--- src/rtl/mem_ctrl_pkg.sv ---
// Shared definitions for the multi-channel memory controller CSR block.
package mem_ctrl_pkg;
  localparam logic [3:0] ID_OFF   = 4'h0;
  localparam logic [3:0] ERR_OFF  = 4'h4;
  localparam logic [3:0] IRQ_OFF  = 4'h8;
  localparam logic [3:0] CTRL_OFF = 4'h0;
  localparam logic [3:0] CFG_OFF  = 4'h4;
  localparam logic [3:0] STAT_OFF = 4'h8;
  localparam int unsigned CH_BASE   = 32'h10;
  localparam int unsigned CH_STRIDE = 32'h10;

  localparam int ERR_COLL  = 0;
  localparam int ERR_BUSY  = 1;
  localparam int ERR_UNMAP = 2;

  typedef enum logic [1:0] {IDLE, WAIT, BURST} ch_state_e;

  // STATUS register image: bit0 busy, bit1 done, [15:8] beats remaining
  typedef struct packed {
    logic [7:0] beats;
    logic [5:0] rsvd;
    logic       done;
    logic       busy;
  } ch_stat_t;

  function automatic logic reg_off_ok(input logic [3:0] off);
    return (off == 4'h0) || (off == 4'h4) || (off == 4'h8);
  endfunction
endpackage

--- src/rtl/mem_ctrl_mc_seq.sv ---
// Per-channel command sequencer: latency phase, burst-beat phase, sticky done.
module mem_ch_seq
  import mem_ctrl_pkg::*;
(
  input  logic        clk,
  input  logic        rst_n,
  input  logic        start,
  input  logic        done_clr,
  input  logic [3:0]  mode_in,
  input  logic [11:0] cfg,
  output logic        pulse,
  output logic        beat,
  output logic        start_err,
  output logic [3:0]  mode,
  output ch_stat_t    stat
);
  ch_state_e  state, state_d;
  logic [7:0] cnt, cnt_d, blen, blen_d;
  logic [3:0] mode_d;
  logic       done, done_set;

  // cnt holds remaining latency cycles in WAIT and remaining beats in BURST
  always_comb begin
    state_d  = state;
    cnt_d    = cnt;
    blen_d   = blen;
    mode_d   = mode;
    done_set = 1'b0;
    case (state)
      IDLE: if (start) begin
        mode_d = mode_in;
        blen_d = cfg[7:0];
        if (cfg[11:8] != 4'h0) begin
          state_d = WAIT;
          cnt_d   = {4'h0, cfg[11:8]} - 8'd1;
        end else if (cfg[7:0] != 8'h0) begin
          state_d = BURST;
          cnt_d   = cfg[7:0];
        end else begin
          done_set = 1'b1;
        end
      end
      WAIT: if (cnt == 8'd0) begin
        if (blen != 8'h0) begin
          state_d = BURST;
          cnt_d   = blen;
        end else begin
          state_d  = IDLE;
          done_set = 1'b1;
        end
      end else begin
        cnt_d = cnt - 8'd1;
      end
      BURST: if (cnt == 8'd1) begin
        state_d  = IDLE;
        cnt_d    = 8'd0;
        done_set = 1'b1;
      end else begin
        cnt_d = cnt - 8'd1;
      end
      default: state_d = IDLE;
    endcase
  end

  always_ff @(posedge clk) begin
    if (!rst_n) begin
      state <= IDLE;
      cnt   <= '0;
      blen  <= '0;
      mode  <= '0;
      done  <= 1'b0;
      pulse <= 1'b0;
    end else begin
      state <= state_d;
      cnt   <= cnt_d;
      blen  <= blen_d;
      mode  <= mode_d;
      done  <= done_set | (done & ~done_clr);
      pulse <= start && (state == IDLE);
    end
  end

  assign beat       = (state == BURST);
  assign start_err  = start && (state != IDLE);
  assign stat.beats = beat ? cnt : 8'h0;
  assign stat.rsvd  = '0;
  assign stat.done  = done;
  assign stat.busy  = (state != IDLE);
endmodule

--- src/rtl/mem_ctrl_mc.sv ---
// Multi-channel memory controller CSR slave: decode, ERROR/IRQ_EN, read mux, per-channel sequencers.
module mem_ctrl_mc
  import mem_ctrl_pkg::*;
#(
  parameter int          NUM_CH   = 2,
  parameter int          DATA_W   = 32,
  parameter int          ADDR_W   = 8,
  parameter logic [31:0] ID_VALUE = 32'h1234_ABCE
) (
  input  logic                  clk,
  input  logic                  rst_n,
  input  logic                  csr_wr_en,
  input  logic                  csr_rd_en,
  input  logic [ADDR_W-1:0]     csr_addr,
  input  logic [DATA_W-1:0]     csr_wr_data,
  output logic [DATA_W-1:0]     csr_rd_data,
  output logic                  csr_rd_valid,
  output logic [NUM_CH-1:0]     mem_start,
  output logic [4*NUM_CH-1:0]   mem_mode,
  output logic [8*NUM_CH-1:0]   mem_burst_length,
  output logic [4*NUM_CH-1:0]   mem_latency,
  output logic [NUM_CH-1:0]     mem_beat,
  output logic [NUM_CH-1:0]     busy,
  output logic                  error_flag,
  output logic                  irq
);
  localparam int PW = ADDR_W - 4;

  logic [PW-1:0]                  page;
  logic [3:0]                     off;
  logic                           glob_hit, mapped;
  logic [NUM_CH-1:0]              ch_hit, start, done_clr, start_err, done;
  logic [NUM_CH-1:0][3:0]         mode;
  logic [NUM_CH-1:0][DATA_W-1:0]  cfg;
  ch_stat_t [NUM_CH-1:0]          stat;
  logic [2:0]                     err, err_set, err_clr;
  logic [DATA_W-1:0]              irq_en, rdata;

  always_comb begin
    page     = csr_addr[ADDR_W-1:4];
    off      = csr_addr[3:0];
    glob_hit = (page == '0) && reg_off_ok(off);
    for (int c = 0; c < NUM_CH; c++)
      ch_hit[c] = reg_off_ok(off) && (page == PW'((CH_BASE + CH_STRIDE * c) >> 4));
    mapped = glob_hit | (|ch_hit);
    for (int c = 0; c < NUM_CH; c++) begin
      start[c]    = csr_wr_en && ch_hit[c] && (off == CTRL_OFF) && csr_wr_data[0];
      done_clr[c] = csr_wr_en && ch_hit[c] && (off == STAT_OFF) && csr_wr_data[1];
      done[c]     = stat[c].done;
      mem_burst_length[8*c +: 8] = cfg[c][7:0];
      mem_latency[4*c +: 4]      = cfg[c][11:8];
    end
  end

  for (genvar c = 0; c < NUM_CH; c++) begin : g_ch
    mem_ch_seq u_seq (
      .clk       (clk),
      .rst_n     (rst_n),
      .start     (start[c]),
      .done_clr  (done_clr[c]),
      .mode_in   (csr_wr_data[4:1]),
      .cfg       (cfg[c][11:0]),
      .pulse     (mem_start[c]),
      .beat      (mem_beat[c]),
      .start_err (start_err[c]),
      .mode      (mode[c]),
      .stat      (stat[c])
    );
    assign busy[c] = stat[c].busy;
  end

  // hardware sets are OR-ed in after the W1C clear so a same-cycle set wins
  always_comb begin
    err_set            = '0;
    err_set[ERR_COLL]  = csr_rd_en && csr_wr_en;
    err_set[ERR_BUSY]  = |start_err;
    err_set[ERR_UNMAP] = (csr_rd_en || csr_wr_en) && !mapped;
    err_clr = (csr_wr_en && glob_hit && (off == ERR_OFF)) ? csr_wr_data[2:0] : 3'b0;
  end

  always_comb begin
    rdata = '0;
    if (glob_hit) begin
      case (off)
        ID_OFF:  rdata = DATA_W'(ID_VALUE);
        ERR_OFF: rdata = DATA_W'(err);
        IRQ_OFF: rdata = irq_en;
        default: ;
      endcase
    end
    for (int c = 0; c < NUM_CH; c++) begin
      if (ch_hit[c]) begin
        case (off)
          CTRL_OFF: rdata = DATA_W'({mode[c], 1'b0});
          CFG_OFF:  rdata = cfg[c];
          STAT_OFF: rdata = DATA_W'(stat[c]);
          default:  ;
        endcase
      end
    end
  end

  always_ff @(posedge clk) begin
    if (!rst_n) begin
      err          <= '0;
      irq_en       <= '0;
      cfg          <= '0;
      csr_rd_data  <= '0;
      csr_rd_valid <= 1'b0;
    end else begin
      err          <= (err & ~err_clr) | err_set;
      csr_rd_valid <= csr_rd_en;
      if (csr_rd_en) csr_rd_data <= rdata;
      if (csr_wr_en && glob_hit && (off == IRQ_OFF)) irq_en <= csr_wr_data;
      for (int c = 0; c < NUM_CH; c++)
        if (csr_wr_en && ch_hit[c] && (off == CFG_OFF)) cfg[c] <= csr_wr_data;
    end
  end

  assign mem_mode   = mode;
  assign error_flag = |err;
  assign irq        = (|(done & irq_en[NUM_CH-1:0])) | (error_flag & irq_en[31]);
endmodule

--- config.mk ---
export PLATFORM = sky130hd
export DESIGN_NAME = mem_ctrl_mc
export DESIGN_NICKNAME = d
export VERILOG_FILES = /design/src/rtl/mem_ctrl_pkg.sv /design/src/rtl/mem_ctrl_mc_seq.sv /design/src/rtl/mem_ctrl_mc.sv
export SDC_FILE = /design/constraint.sdc
export NUM_CORES = 1
export LEC_CHECK = 0
export CORE_ASPECT_RATIO = 2
export CORE_MARGIN = 2
export CORE_UTILIZATION = 60
export CTS_CLUSTER_SIZE = 40
export DETAILED_ROUTE_END_ITERATION = 7
export GPL_ROUTABILITY_DRIVEN = 0
export PLACE_DENSITY = 0.82
export SLEW_MARGIN = 20
export SYNTH_ARGS = -nofsm -noshare
export SYNTH_HDL_FRONTEND = slang
export SYNTH_HIERARCHICAL = 1
export SYNTH_SLANG_ARGS = --single-unit
--- constraint.sdc ---
create_clock -name clk -period 7.2 [get_ports clk]
set_input_delay 1.44 -clock clk [delete_from_list [all_inputs] [get_ports clk]]
set_output_delay 1.44 -clock clk [all_outputs]
set_load 0.01 [all_outputs]
==> results of run 1 <==
==> cell type report <==
cell class,instances,area (um2)
clock inverters,13,150
clock buffers,19,433
multi-input cells,876,4930
flip-flops and latches,180,3600
inverters,35,131
well taps,198,248
fillers,1250,4490
repair buffers,127,1230
==> how the worst max path moves through the flow <==
stage                      startpoint                           endpoint  slack [ns]
after floorplan           csr_addr[7]  g_ch[1].u_seq/cnt[0]$_SDFFE_PN0P_        3.67
after global placement    csr_addr[3]             irq_en[4]$_SDFFE_PN0P_        1.79
after detailed placement  csr_addr[3]             irq_en[1]$_SDFFE_PN0P_        1.69
after CTS                 csr_addr[3]            irq_en[30]$_SDFFE_PN0P_        2.06
after global routing      csr_addr[3]             irq_en[1]$_SDFFE_PN0P_        2.19
final                     csr_addr[3]            irq_en[30]$_SDFFE_PN0P_        2.43
==> worst max-delay path: stages <==
cell and delay (ns):
clkdlybuf4s50_1 0.92, nor4b_2 0.93, and3_1 0.81, and2_2 0.70, nand2_1 0.15, a21oi_1 0.17
==> power by group through the flow <==
stage / sequential (mW) / combinational (mW) / clock (mW)
floorplan: 1.04 / 0.0636 / 0
global placement: 1.03 / 0.133 / 0
detailed placement: 1.03 / 0.134 / 0
CTS: 1.01 / 0.134 / 0.934
global route: 1.01 / 0.145 / 0.973
finish: 1.01 / 0.136 / 0.934
==> cells by family (layout without fill, tap and decap cells) <==
kind of cell | count (synthesis) | count (layout) | synth area share (%)
other | 2 | 12 | 0.0809
muxes | 14 | 14 | 1.56
xor gates and xnor gates | 10 | 10 | 0.944
AOI/OAI and AO/OA | 356 | 356 | 24.3
and+or+nand+nor | 468 | 468 | 23.6
buffers and inverters | 155 | 194 | 8.52
DFF | 180 | 180 | 38.8
adders and majority gates | 16 | 16 | 2.16
==> metrics by stage <==
step / hold WS, ns / total power [mW] / worst slack [ns] / util [%]
floorplan: 0.436 / 1.10 / 3.67 / -
global placement: 0.442 / 1.17 / 1.79 / 66.7
detailed placement: 0.447 / 1.17 / 1.69 / 66.7
CTS: 0.456 / 2.08 / 2.06 / 70.5
global route: 0.472 / 2.13 / 2.19 / 70.5
finish: 0.455 / 2.08 / 2.43 / 70.5
==> state kept, by name, indices dropped and copies added, names as in the netlist <==
name              flops
g_ch.u_seq/blen      16
g_ch.u_seq/mode       8
irq_en               32
mem_latency           8
cfg                  40
g_ch.u_seq/state      4
csr_rd_valid          1
csr_rd_data          32
g_ch.u_seq/done       2
g_ch.u_seq/cnt       16
mem_burst_length     16
g_ch.u_seq/pulse      2
err                   3
==> placed cells by master, fill, tap and decap left out, types with 18 or more instances in the layout <==
cell type	Yosys	final
nand2_1	294	293
dfxtp_1	180	180
a21oi_1	166	166
clkdlybuf4s50_1	0	114
nor2_1	50	50
o21ai_0	47	47
inv_1	33	32
nor3_1	26	26
nand3_1	20	20
a221oi_1	18	18
a31oi_1	18	18
==> layer usage <==
metal / vias up / GRT usage [%]
met5: - / 0
met4: 0 / 21.3
met3: 129 / 5.36
met2: 433 / 62.0
met1: 4268 / 36.4
li1: 4245 / -
==> flow_metrics.tcl, run 1 <==
set metrics [dict create \
    hold_viol_final 0 \
    die_area_um2 16500 \
    r2r_cells 7 \
    drt-initial-drc-count 743 \
    ys_types 71 \
    ant_nets 0 \
    p_int_mw 1.58 \
    synth_area_leader_cell "dfxtp_1" \
    ys_top_cells_by_area "dfxtp_1, nand2_1, a21oi_1" \
    drt_pass1_iterations 5 \
    synthTopCellsByCount "nand2_1, dfxtp_1, a21oi_1, clkbuf_1, nor2_1" \
    cts_tree "yes" \
    htreeDepth 4 \
    top_layer "met4" \
    stdcell_area_um2 10700 \
    status "completed" \
    clkLatencyLatePin_ns 0.43 \
    cts.path.max_buffers 2 \
    cts_made_buffers 17 \
    worst_pin_slew_ns 1.01 \
    netlist_instances 1201 \
    grt_max_degree 78 \
    cp-start-kind "input port" \
    timing.rr.start "mem_latency[4]$_SDFFE_PN0P_" \
    met3WireLength_um 1700 \
    wl_per_cell_um 19.5 \
    synth_top_area_share_pct 38.8 \
    syn-cell-area_um2 9280 \
    hp-class "reg -> reg" \
    stdcell_count 1448 \
    n_antenna_cell 0 \
    p_per_area_nw_per_um2 194 \
    grt_first_pass_wirelength_um 45100 \
    r2r_setup_slack_ns 4.55 \
    finalSetupViolCount 0 \
    p_leak_nw 3.62 \
    cap_viol_max_count 0 \
    end_kind "register" \
    ioPinCount 117 \
    initial_core_util_pct 61.0 \
    ys_seq_area_share_pct 38.8 \
    ys_ff_latch 180 \
    fmax_mhz 210 \
    syn_avg_cell_area_um2 7.73 \
    layout_worst_path_cycle_share_pct 66.2 \
    fin_crit_ns 4.77 \
    grt_pass1_vias 8569 \
    power_switching_share_pct 24.2 \
    r2r-end "g_ch[1].u_seq/cnt[5]$_SDFFE_PN0P_" \
    rsz0062_at_grt "false" \
    grt_usage_pct 34.3 \
    wl_met2_um 14900 \
    worstHoldStart "irq_en[2]$_SDFFE_PN0P_" \
    clock_sinks 180 \
    yosys_warnings 6 \
    slew_headroom_pct 32.5 \
    routed_wl_um 28300 \
    die_w_um 91.9 \
    final_nets 1297 \
    die_height_um 180 \
    cp_data_required_time_ns 7.55 \
    layout-drive-gt1-share_pct 6.40 \
    ctsResizeCount 0 \
    dpl-instance-area_um2 10100 \
    synth_edf_count 0 \
    p_seq_share_pct 48.6 \
    vias 9075 \
    synth-main-ff-cell "dfxtp_1" \
    whs_path_depth 2 \
    ctsHoldBuffers 0 \
    area_growth_pct 15.6 \
    std_cell_rows 64 \
    dp_hpwl_um 20400 \
    dp_cells 1416 \
    slew_violations 0 \
    comb_power_share_pct 6.6 \
    core_um2 15200 \
    crit_fanout 32 \
    tns_ns 0 \
    cts_root_buf "clkbuf_16" \
    arrival_ns 5.12 \
    drt-met1-wl_um 9790 \
    remaining_drc_errors 0 \
    yosys.cell_count.top_type "nand2_1" \
    post-cts-setup-buffers 0 \
    p_clk_share_pct 44.9 \
    ir_worst_vdd_mv 0.169 \
    antenna_found_initial 0 \
    clk_pin_slew_ns 0.07 \
    holdPathEnd "irq_en[2]$_SDFFE_PN0P_" \
    skew_ns 0.00952 \
    p_switching_mw 0.505 \
    portBuffers 116 \
    worstSetupPathType "in -> reg" \
    vias_per_cell 6.27 \
    grt-ovfl-total 0 \
    async_reset_ff_share_pct 0 \
]
(Power assumes the default switching activity.)
==> run 2, diff against run 1 <==
--- a/config.mk
+++ b/config.mk
@@ -7,11 +7,11 @@
 export LEC_CHECK = 0
 export CORE_ASPECT_RATIO = 2
 export CORE_MARGIN = 2
-export CORE_UTILIZATION = 60
+export CORE_UTILIZATION = 56
 export CTS_CLUSTER_SIZE = 40
 export DETAILED_ROUTE_END_ITERATION = 7
 export GPL_ROUTABILITY_DRIVEN = 0
-export PLACE_DENSITY = 0.82
+export PLACE_DENSITY = 0.77
 export SLEW_MARGIN = 20
 export SYNTH_ARGS = -nofsm -noshare
 export SYNTH_HDL_FRONTEND = slang
==> constraint.sdc (replaced) <==
create_clock -name clk -period 4.4 [get_ports clk]
set_input_delay 0.88 -clock clk [delete_from_list [all_inputs] [get_ports clk]]
set_output_delay 0.88 -clock clk [all_outputs]
set_load 0.01 [all_outputs]
==> run 2 against run 1 <==
Global-route usage fell by 0.44 points. Routed wire length rose by 4.5%. Largest cell class unchanged. Clock skew barely moved.
==> flow_metrics.tcl, run 2 (synthesis gave the netlist of run 1 again) <==
set metrics [dict create \
    remaining_drc_errors 0 \
    worst_pin_slew_ns 0.841 \
    grt-ovfl-total 0 \
    initial_core_util_pct 57.0 \
    cap_viol_max_count 0 \
    htreeDepth 4 \
    die_height_um 186 \
    die_area_um2 17700 \
    slew_violations 0 \
    clkLatencyLatePin_ns 0.43 \
    wl_per_cell_um 20.1 \
    final_common_cell "nand2_1" \
    antenna_found_initial 0 \
    layout_worst_path_cycle_share_pct 72.4 \
    post-cts-setup-buffers 0 \
    ctsHoldBuffers 0 \
    final_cell_mix "nand2_1, dfxtp_1, a21oi_1, clkdlybuf4s50_1, nor2_1" \
    vias_per_cell 6.19 \
    cts_made_buffers 17 \
    grt_first_pass_wirelength_um 45500 \
    ant_nets 0 \
    hold_viol_final 0 \
    largest_register_ffs 40 \
    tns_ns 0 \
    ir_worst_vdd_mv 0.275 \
    fmax_mhz 314 \
    p_per_area_nw_per_um2 313 \
    drt_pass1_iterations 8 \
    cts_root_buf "clkbuf_16" \
    grt_max_degree 50 \
    dpl-instance-area_um2 10300 \
    slew_headroom_pct 43.7 \
    cts.path.max_buffers 2 \
    r2r_cells 7 \
    area_growth_pct 17.1 \
    grt_pass1_vias 8667 \
    stdcell_area_um2 10900 \
    whs_path_depth 2 \
    arrival_ns 3.52 \
    routed_wl_um 29600 \
    hp-class "reg -> reg" \
    portBuffers 116 \
    std_cell_rows 66 \
    finalSetupViolCount 0 \
    status "completed" \
    ioPinCount 117 \
    clock_sinks 180 \
    ctsResizeCount 0 \
    largest_registers "cfg: 40 flops, csr_rd_data: 32 flops, irq_en: 32 flops" \
    p_leak_nw 3.71 \
    layout-drive-gt1-share_pct 7.65 \
    n_antenna_cell 0 \
    worstSetupPathType "in -> reg" \
    clk_pin_slew_ns 0.07 \
    grt_usage_pct 33.9 \
    die_w_um 95.0 \
    cts_tree "yes" \
    cp_data_required_time_ns 4.73 \
    fin_util_pct 66.8 \
    drt-initial-drc-count 801 \
    core_um2 16300 \
    final_nets 1315 \
    end_kind "register" \
    cp-start-kind "input port" \
    max_flop_register "cfg" \
    dp_hpwl_um 21300 \
    crit_fanout 16 \
    skew_ns 0.00978 \
    fin_crit_ns 3.19 \
    vias 9116 \
    rsz0062_at_grt "false" \
]
run 2: changes by cell type in the layout (fill, tap and decap cells not counted):
cell	delta
clkinv_2	+3
and2_1	+1
clkdlybuf4s50_1	+1
clkbuf_1	-2
inv_8	-1
buf_4	+18
buf_2	-1
nand2_2	-1
and2_2	-1
nand2_1	+1
run 2: cell type report:
class,instances,area [um2]
clock buffers,17,425
clock inverters,15,154
fillers,1431,5400
inverters,35,131
multi-input cells,876,4920
flip-flops and latches,180,3600
well taps,204,255
repair buffers,145,1370
run 2: worst paths after layout:
kind | startpoint | end | slack [ns]
setup reg to reg | g_ch[0].u_seq/cnt[0]$_SDFFE_PN0P_ | g_ch[0].u_seq/cnt[7]$_SDFFE_PN0P_ | 1.72
setup / recovery | csr_addr[7] | g_ch[1].u_seq/cnt[1]$_SDFFE_PN0P_ | 1.21
hold reg to reg | irq_en[12]$_SDFFE_PN0P_ | irq_en[12]$_SDFFE_PN0P_ | 0.45
hold / removal | irq_en[12]$_SDFFE_PN0P_ | irq_en[12]$_SDFFE_PN0P_ | 0.45
run 2: stage by stage:
stage / power (mW) / setup slack [ns] / std cells / hold WS [ns]
after floorplan: 1.80 / 1.43 / 1211 / 0.436
after global placement: 1.92 / 0.831 / 1440 / 0.441
after detailed placement: 1.92 / 0.798 / 1440 / 0.447
after CTS: 3.41 / 1.26 / 1472 / 0.457
after global routing: 3.50 / 1.07 / 1472 / 0.472
final: 3.41 / 1.21 / 1472 / 0.454
run 2: worst max-delay path, cell delays in order:
cell             delay [ns]
clkdlybuf4s50_1        0.60
or4b_1                 0.77
nor2_1                 0.27
nor2b_1                0.11
a41o_1                 0.22
nor3_2                 0.14
buf_4                  0.23
nor3_1                 0.07
a41o_1                 0.22
run 2: metal layers:
layer  track usage, %  part of all wire, %
met3             5.14                  5.7
met5                0                    0
met2             61.2                   53
met1             35.8                   35
met4             21.2                  6.5
run 2: where the power goes:
group          switching (mW)  internal [mW]
sequential             0.0104           1.64
combinational           0.139         0.0927
clock                   0.678          0.841
total                   0.827           2.58
